[config.mk]
export PLATFORM = sky130hd
export DESIGN_NAME = router_switch_alloc
export DESIGN_NICKNAME = d
export VERILOG_FILES = /design/src/rtl/router_pkg.sv /design/src/rtl/rr_arb5.sv /design/src/rtl/router_switch_alloc.sv
export SDC_FILE = /design/constraint.sdc
export NUM_CORES = 1
export LEC_CHECK = 0
export CORE_ASPECT_RATIO = 1.2
export CORE_UTILIZATION = 55
export CTS_CLUSTER_DIAMETER = 50
export CTS_CLUSTER_SIZE = 10
export DETAILED_ROUTE_END_ITERATION = 8
export MAX_ROUTING_LAYER = met4
export PLACE_DENSITY = 0.74
export SKIP_LAST_GASP = 1
export SYNTH_ARGS = -nofsm -noshare
export SYNTH_HDL_FRONTEND = slang
export SYNTH_SLANG_ARGS = --single-unit
export TNS_END_PERCENT = 50
[constraint.sdc]
create_clock -name clk -period 11.2 [get_ports clk]
set_input_delay 1.68 -clock clk [delete_from_list [all_inputs] [get_ports clk]]
set_output_delay 1.68 -clock clk [all_outputs]
set_load 0.05 [all_outputs]
[src/rtl/router_pkg.sv]
// Shared definitions for the 5-port mesh-router switch allocator: port indices,
// idle select code, flit layout and the round-robin pointer advance.
package router_pkg;

    localparam int NPORTS = 5;

    localparam int P_N = 0;
    localparam int P_S = 1;
    localparam int P_E = 2;
    localparam int P_W = 3;
    localparam int P_L = 4;

    localparam logic [2:0] SEL_NONE = 3'd7;

    localparam int COORD_W_DEF = 3;

    // Header flit layout: {dest_x, dest_y} in the low bits of a 10-bit flit
    localparam int FLIT_W     = 10;
    localparam int HDR_DY_LSB = 0;
    localparam int HDR_DX_LSB = COORD_W_DEF;

    function automatic logic [2:0] rr_next(input logic [2:0] idx);
        return (idx >= 3'(P_L)) ? 3'd0 : idx + 3'd1;
    endfunction

endpackage

[src/rtl/rr_arb5.sv]
// Combinational 5-way round-robin arbiter: first requester at or after ptr,
// scanning upward modulo 5.
module rr_arb5
    import router_pkg::*;
(
    input  logic [NPORTS-1:0] req,
    input  logic [2:0]        ptr,
    output logic [2:0]        grant,
    output logic              any_grant
);

    logic [2:0] idx;

    always_comb begin
        grant     = SEL_NONE;
        any_grant = 1'b0;
        idx       = 3'd0;
        for (int k = 0; k < NPORTS; k++) begin
            idx = 3'((int'(ptr) + k) % NPORTS);
            if (!any_grant && req[idx]) begin
                grant     = idx;
                any_grant = 1'b1;
            end
        end
    end

endmodule

[src/rtl/router_switch_alloc.sv]
// Switch allocator for a 5-port XY-routed mesh router: routes each input,
// arbitrates per output, and holds the crossbar select until downstream accepts.
module router_switch_alloc
    import router_pkg::*;
#(
    parameter int MY_X    = 1,
    parameter int MY_Y    = 1,
    parameter int COORD_W = COORD_W_DEF
)
(
    input  logic                            clk,
    input  logic                            rst_n,
    input  logic [NPORTS-1:0]               in_valid,
    input  logic [NPORTS*2*COORD_W-1:0]     in_dest,
    output logic [NPORTS-1:0]               in_ready,
    input  logic [NPORTS-1:0]               out_ready,
    output logic [NPORTS-1:0]               out_valid,
    output logic [NPORTS*3-1:0]             xbar_sel
);

    localparam logic [COORD_W-1:0] MX = COORD_W'(MY_X);
    localparam logic [COORD_W-1:0] MY = COORD_W'(MY_Y);

    logic [2:0]        route     [NPORTS];
    logic [NPORTS-1:0] req       [NPORTS];
    logic [2:0]        grant     [NPORTS];
    logic [NPORTS-1:0] any_grant;
    logic [2:0]        sel_q     [NPORTS];
    logic [2:0]        ptr_q     [NPORTS];

    // Dimension-ordered routing: resolve X fully before moving in Y
    function automatic logic [2:0] xy_route(input logic [COORD_W-1:0] dx,
                                            input logic [COORD_W-1:0] dy);
        if (dx > MX)      return 3'(P_E);
        else if (dx < MX) return 3'(P_W);
        else if (dy > MY) return 3'(P_N);
        else if (dy < MY) return 3'(P_S);
        else              return 3'(P_L);
    endfunction

    always_comb begin
        for (int i = 0; i < NPORTS; i++) begin
            route[i] = xy_route(in_dest[i*2*COORD_W + COORD_W +: COORD_W],
                                in_dest[i*2*COORD_W +: COORD_W]);
        end
    end

    always_comb begin
        for (int o = 0; o < NPORTS; o++) begin
            for (int i = 0; i < NPORTS; i++) begin
                req[o][i] = in_valid[i] && (route[i] == 3'(o));
            end
        end
    end

    for (genvar o = 0; o < NPORTS; o++) begin : g_arb
        rr_arb5 u_arb (
            .req       (req[o]),
            .ptr       (ptr_q[o]),
            .grant     (grant[o]),
            .any_grant (any_grant[o])
        );
    end

    // out_valid doubles as the per-output LOCKED flag
    always_ff @(posedge clk) begin
        if (!rst_n) begin
            out_valid <= '0;
            for (int o = 0; o < NPORTS; o++) begin
                sel_q[o] <= SEL_NONE;
                ptr_q[o] <= 3'd0;
            end
        end else begin
            for (int o = 0; o < NPORTS; o++) begin
                if (out_valid[o]) begin
                    if (out_ready[o]) begin
                        out_valid[o] <= 1'b0;
                        sel_q[o]     <= SEL_NONE;
                    end
                end else if (any_grant[o]) begin
                    out_valid[o] <= 1'b1;
                    sel_q[o]     <= grant[o];
                    ptr_q[o]     <= rr_next(grant[o]);
                end
            end
        end
    end

    always_comb begin
        for (int o = 0; o < NPORTS; o++) begin
            xbar_sel[o*3 +: 3] = sel_q[o];
        end
    end

    // Each input routes to exactly one output, so at most one output can ack it
    always_comb begin
        in_ready = '0;
        if (rst_n) begin
            for (int o = 0; o < NPORTS; o++) begin
                for (int i = 0; i < NPORTS; i++) begin
                    if (out_valid[o] && out_ready[o] && sel_q[o] == 3'(i)) begin
                        in_ready[i] = 1'b1;
                    end
                end
            end
        end
    end

endmodule

==> results of run 1 <==
-- worst max-delay path: stages (launching register included) --
cell and delay, ns:
edfxtp_1 0.88, clkinv_1 0.59, ha_1 0.49, inv_1 0.11, ha_1 0.31, inv_1 0.11
ha_1 0.21, nor3_1 0.27, nor2_1 0.09, xnor2_1 0.22, ha_1 0.32, nand2b_1 0.13
a21oi_1 0.25, a211o_1 0.19, and2_1 0.19, a21boi_0 0.21, o32ai_1 0.14, a211oi_2 0.31
a221oi_1 0.14, o211a_1 0.32, or2_2 0.31, ha_1 0.28, and3b_1 0.17
-- routing by layer --
metal | up-vias | GRT usage, % | share of wire [%] | wire [um]
met5 | - | - | 0 | 0
met4 | 0 | 11.14 | 3.4 | 937
li1 | 4891 | - | - | -
met3 | 72 | 2.816 | 5.7 | 1575
met1 | 4645 | 39.20 | 44 | 12050
met2 | 327 | 52.04 | 47 | 13020
-- layout by cell type, fill, tap and decap left out, drive strengths merged, types with 41 or more instances in the layout --
cell and count:
nand2 103, ha 103, nor2 88, o21ai 86, a21oi 84, inv 83, clkdlybuf4s50 66, mux2i 44
nor3 43, nand3 41
-- kinds of logic after synthesis --
logic type | count (synthesis) | synth area share [%]
buffers and inverters | 130 | 5.796
flip-flops | 35 | 10.33
AO/OA/AOI/OAI | 424 | 31.33
AND/OR/NAND/NOR | 458 | 26.27
multiplexers | 67 | 8.106
adder cells (fa/ha/maj) | 104 | 13.50
XOR/XNOR | 44 | 4.673
-- cell type report --
class | count | area (um^2)
Fill cell | 1594 | 6427
Inverter | 86 | 325.3
Clock inverter | 3 | 47.55
Clock buffer | 5 | 125.1
Multi-Input combinational cell | 1097 | 8137
Timing Repair Buffer | 73 | 713.2
Sequential cell | 35 | 1001
Tap cell | 216 | 270.3
-- sequential cells by signal (all words and copies together) (netlist names) --
| signal | count |
|---|---|
| ptr_q | 15 |
| sel_q | 15 |
| out_valid | 5 |
-- cells in the mapped netlist, drive strengths merged (8+ instances only) --
| master | instances |
|---|---|
| nor3 | 43 |
| mux2i | 44 |
| nand2b | 37 |
| nor3b | 9 |
| o21ai | 86 |
| a22oi | 11 |
| o211ai | 26 |
| nor2 | 88 |
| inv | 82 |
| nand3 | 41 |
| mux2 | 16 |
| xnor2 | 38 |
| o22ai | 18 |
| and3 | 9 |
| a21oi | 84 |
| buf | 28 |
| a31oi | 30 |
| nor2b | 23 |
| or2 | 11 |
| nor4 | 8 |
| nor4b | 8 |
| a2111oi | 12 |
| edfxtp | 30 |
| o221ai | 10 |
| o21a | 12 |
| a21o | 14 |
| a211o | 9 |
| nand4 | 11 |
| ha | 103 |
| o31ai | 9 |
| and2 | 12 |
| or3 | 11 |
| a211oi | 15 |
| clkbuf | 16 |
| nand2 | 103 |
| nand3b | 10 |
-- how the worst max path moves through the flow --
stage	from	to	slack, ns	cells past startpoint
after global routing	ptr_q[0][12]	ptr_q[0][13]	4.19	22
after global placement	ptr_q[0][12]	ptr_q[0][13]	5.05	22
after floorplan	ptr_q[0][12]	ptr_q[0][13]	5.87	25
after CTS	ptr_q[0][12]	ptr_q[0][13]	4.76	22
final	ptr_q[0][12]	ptr_q[0][13]	4.68	22
after detailed placement	ptr_q[0][12]	ptr_q[0][13]	4.79	22
-- metrics by stage --
stage,setup slack [ns],instance area (um^2),hold slack (ns)
after detailed placement,4.790,10450,0.5433
after floorplan,5.874,9693,0.6825
after CTS,4.757,10620,0.5513
after global routing,4.190,10620,0.5739
after global placement,5.046,10450,0.5362
final,4.683,10620,0.5475
==> results.py, run 1 <==
metrics = {
    "status": {
        "status": "finished clean",
    },
    "route": {
        "drt-pass1-iter-count": 6,
        "wl_per_cell_um": 18.21,
        "wl_um": 27590,
        "ant_nets": 0,
        "drt_iter0_markers": 756,
        "drc": 0,
        "vias_per_cell": 6.558,
        "vias": 9935,
    },
    "job": {
        "cap_viol_max_count": 0,
    },
    "final_layout": {
        "area_delta_synth_final_pct": 9.552,
        "layout.cells.non_filler": 1515,
        "fin_nets": 1444,
        "fin_util_pct": 62.29,
        "antennaDiodeCount": 0,
        "drive_gt1_share_pct": 9.700,
    },
    "critical_path": {
        "timing.rr.start": "ptr_q[0][12]",
        "critPathCaptureType": "flop",
        "cp_max_fo": 21,
        "crit_arrival_ns": 6.55,
        "start_kind": "flop",
        "worstRegToRegCells": 22,
        "worstPathRequired_ns": 11.23,
        "crit_type": "flop to flop",
        "r2r_slack_ns": 4.68,
        "r2r_end": "ptr_q[0][13]",
    },
    "synthesis": {
        "ys_warn_count": 0,
        "synth_top_cell_by_area": "ha_1",
        "async_flop_share_pct": 0,
        "ys_seq_area_share_pct": 10.33,
        "syn-num-nets": 1408,
        "synth_cell_types": 114,
        "synthTopCellsByArea": "ha_1 (13%), edfxtp_1 (9.3%), mux2i_1 (4.5%), o21ai_0 (4.1%), nand2_1 (4.0%)",
        "synth-edff-count": 30,
        "synthFlopType": "edfxtp_1",
        "ys_ff_latch": 35,
        "synth_top_area_share_pct": 13.30,
        "syn_area_um2": 9693,
        "synth_cells": 1262,
        "syn_area_per_cell_um2": 7.681,
    },
    "sta": {
        "max-slew-margin-rel_pct": 18.78,
        "post-route-period-util_pct": 58.18,
        "fin_worst_skew_ns": 0.008602,
        "fmax_mhz": 153.5,
        "rsz0062_at_grt": "false",
        "fin_crit_ns": 6.517,
        "hold_violations": 0,
        "slew_viol_final": 0,
        "tightest_slew_ns": 1.207,
        "setup_viol": 0,
        "tns_ns": 0,
    },
    "global_routing": {
        "grt_pass1_vias": 9318,
        "grt_antenna_before_repair": 0,
        "grt_pass1_wl_um": 45000,
        "gr-total-overflow": 0,
        "grt_max_degree": 30,
        "groute.usage.overall_pct": 31.30,
    },
    "placed_design": {
        "hpwl_um": 21620,
        "place_congestion": 0.9725,
        "dp.cells": 1507,
        "port_buffers": 66,
    },
    "die": {
        "io_pins": 67,
        "start_util_pct": 56.86,
        "fp.coreArea_um2": 17050,
        "num_rows": 52,
        "die_y_um": 147.4,
        "dieWidth_um": 123.2,
        "dieArea_um2": 18160,
    },
    "clocking": {
        "root_buffer": "clkbuf_16",
        "postCtsSetupBuffers": 0,
        "clkTransAtPathRegs_ns": 0.06,
        "htree_levels": 2,
        "cts_resized": 0,
        "max-clock-path-buffers": 2,
        "cts_tree": "built",
        "clock-sinks": 35,
        "cts-buffers-inserted": 5,
        "clock_latency_ns": 0.28,
        "hold_buffers": 0,
    },
    "worst_hold_path": {
        "hp-start": "out_valid[1]",
        "hold_end": "out_valid[1]",
        "whs_path_depth": 2,
        "hold_class": "flop to flop",
    },
}
Power of run 1 is left out: the tool's default activity adds up to more than one toggle a clock period on the data nets, which glitch-free logic cannot reach.
==> run 2: changes to the inputs <==
--- a/config.mk
+++ b/config.mk
@@ -11,7 +11,7 @@
 export CTS_CLUSTER_SIZE = 10
 export DETAILED_ROUTE_END_ITERATION = 8
 export MAX_ROUTING_LAYER = met4
-export PLACE_DENSITY = 0.74
+export PLACE_DENSITY = 0.77
 export SKIP_LAST_GASP = 1
 export SYNTH_ARGS = -nofsm -noshare
 export SYNTH_HDL_FRONTEND = slang
==> constraint.sdc (replaced) <==
create_clock -name clk -period 5.8 [get_ports clk]
set_input_delay 0.87 -clock clk [delete_from_list [all_inputs] [get_ports clk]]
set_output_delay 0.87 -clock clk [all_outputs]
set_load 0.05 [all_outputs]
==> run 2 against run 1 <==
Effect of this change:
- utilization increased by 1.1 points
- cell area increased by 1.7%
- flip-flop and latch count unchanged
- global-route usage increased by 0.16 points
- clock skew decreased by 0.0045 ns
- clock-buffer cell count unchanged
- setup slack got worse by 4.5 ns
==> results.py, run 2 (synthesized netlist as in run 1, its figures left out) <==
metrics = {
    "route": {
        "drt-pass1-iter-count": 6,
        "drt_iter0_markers": 797,
        "wl_um": 28070,
        "wl_per_cell_um": 18.19,
        "drc": 0,
        "ant_nets": 0,
        "vias": 10230,
        "vias_per_cell": 6.629,
    },
    "critical_path": {
        "critPathCaptureType": "flop",
        "r2r_end": "ptr_q[0][13]",
        "crit_path_frequent_cell": "ha_1",
        "start_kind": "flop",
        "r2r_slack_ns": 0.23,
        "path_cells": "clkinvlp_4 -> ha_1 -> buf_4 -> inv_1 -> ha_1 -> nor3_1 -> nor2_1 -> xnor2_1 -> ha_2 -> nand2b_1 -> a21oi_1 -> a211o_1 -> and2_1 -> a21boi_0 -> o32ai_1 -> a211oi_2 -> a221oi_1 -> o211a_1 -> or2_2 -> ha_1 -> and3b_1",
        "worstPathRequired_ns": 5.83,
        "crit_type": "flop to flop",
        "cp_max_fo": 10,
        "path_delay_family": "compound AO/OA/AOI/OAI gates",
        "worstRegToRegCells": 21,
        "worst-path-buf-inv": 3,
        "max_stage_delay_ns": 0.55,
        "slowest_stage": "edfxtp_1",
        "timing.rr.start": "ptr_q[0][13]",
        "crit_arrival_ns": 5.60,
    },
    "global_routing": {
        "groute.usage.overall_pct": 31.46,
        "grt_antenna_before_repair": 0,
        "gr-total-overflow": 0,
        "grt_pass1_wl_um": 45300,
        "grt_pass1_vias": 9286,
        "grt_max_degree": 29,
    },
    "sta": {
        "hold_violations": 0,
        "tightest_slew_ns": 1.136,
        "setup_viol": 0,
        "post-route-period-util_pct": 96.04,
        "slew_viol_final": 0,
        "fin_ws_ns": 0.2299,
        "fmax_mhz": 179.5,
        "fin_worst_skew_ns": 0.004107,
        "fin_crit_ns": 5.570,
        "tns_ns": 0,
        "max-slew-margin-rel_pct": 23.59,
    },
    "placed_design": {
        "post-place-ws_ns": 0.4248,
        "hpwl_um": 21730,
        "port_buffers": 66,
        "place_congestion": 0.9714,
    },
    "worst_hold_path": {
        "hold_class": "flop to flop",
        "hp-start": "out_valid[1]",
        "whs_path_depth": 2,
        "hold_end": "out_valid[1]",
    },
    "die": {
        "dieWidth_um": 123.2,
        "start_util_pct": 56.86,
        "io_pins": 67,
        "num_rows": 52,
        "die_y_um": 147.4,
        "fp.coreArea_um2": 17050,
        "dieArea_um2": 18160,
    },
    "final_layout": {
        "fin_util_pct": 63.35,
        "fin_nets": 1472,
        "fill_cells": 1535,
        "most-common-layout-cells": "nand2_1 (103), ha_1 (102), nor2_1 (86)",
        "drive_gt1_share_pct": 11.61,
        "area_delta_synth_final_pct": 11.41,
        "reg_top3": "ptr_q x15, sel_q x15, out_valid x5",
        "layout_commonest_cell": "nand2_1",
    },
    "clocking": {
        "root_buffer": "clkbuf_16",
        "htree_levels": 2,
        "clock_latency_ns": 0.28,
        "clock-sinks": 35,
        "cts_tree": "built",
        "clkTransAtPathRegs_ns": 0.05,
        "max-clock-path-buffers": 2,
        "cts-buffers-inserted": 5,
    },
    "job": {
        "cap_viol_max_count": 0,
    },
    "status": {
        "status": "finished clean",
    },
}
run 2: layer usage:
metal	vias to the layer above	wire length, um	share of wire (%)	global-route usage, %
met4	0	635	2.3	8.614
met5	-	0	0	-
met2	389	13060	47	50.47
met3	66	2047	7.3	3.279
met1	4836	12330	44	41.76
li1	4938	-	-	-
run 2: timing repair:
action                                  CTS  global route
gates resized for setup                   0             2
endpoints found under the setup margin    0             2
hold buffers                              0             0
setup buffers                             0             4
run 2: how the worst max path moves through the flow:
stage,slack [ns],cells after the start,end,startpoint
after floorplan,0.47,25,ptr_q[0][13],ptr_q[0][12]
after global placement,0.67,22,ptr_q[0][13],ptr_q[0][13]
after detailed placement,0.42,22,ptr_q[0][13],ptr_q[0][13]
after CTS,0.37,22,ptr_q[0][13],ptr_q[0][13]
after global routing,-0.08,21,ptr_q[0][13],ptr_q[0][13]
final,0.23,21,ptr_q[0][13],ptr_q[0][13]
run 2: worst reg2reg max path, cell delays in order, from the launching register on:
cell and delay (ns):
edfxtp_1 0.55, clkinvlp_4 0.26, ha_1 0.33, buf_4 0.18
inv_1 0.14, ha_1 0.24, nor3_1 0.26, nor2_1 0.09
xnor2_1 0.25, ha_2 0.31, nand2b_1 0.12, a21oi_1 0.28
a211o_1 0.20, and2_1 0.19, a21boi_0 0.23, o32ai_1 0.15
a211oi_2 0.31, a221oi_1 0.13, o211a_1 0.29, or2_2 0.33
ha_1 0.31, and3b_1 0.18
run 2: area by class of cell:
type,instances,area (um^2),area share (%)
Antenna cell,1,2.502,0.02317
Clock inverter,2,8.758,0.08110
Inverter,86,329.1,3.047
Timing Repair Buffer,101,923.4,8.551
Sequential cell,35,1001,9.269
Clock buffer,5,125.1,1.159
Tap cell,216,270.3,2.503
Multi-Input combinational cell,1097,8139,75.37
run 2: stage by stage:
| stage | cell area [um^2] | std cells | hold slack [ns] |
|---|---|---|---|
| final | 10800 | 1543 | 0.5458 |
| after global routing | 10800 | 1542 | 0.5886 |
| after CTS | 10760 | 1538 | 0.5417 |
| after detailed placement | 10630 | 1531 | 0.5312 |
| after global placement | 10630 | 1531 | 0.5051 |
| after floorplan | 9693 | 1262 | 0.6825 |
Power of run 2 is left out for the same reason.
==> run 3: changes to the inputs <==
--- a/config.mk
+++ b/config.mk
@@ -10,6 +10,7 @@
 export CTS_CLUSTER_DIAMETER = 50
 export CTS_CLUSTER_SIZE = 10
 export DETAILED_ROUTE_END_ITERATION = 8
+export HOLD_SLACK_MARGIN = 0.05
 export MAX_ROUTING_LAYER = met4
 export PLACE_DENSITY = 0.77
 export SKIP_LAST_GASP = 1
==> results of run 3 <==
No change in the layout: final DEF, timing and power equal those of run 2.
Power of run 3 is left out for the same reason.
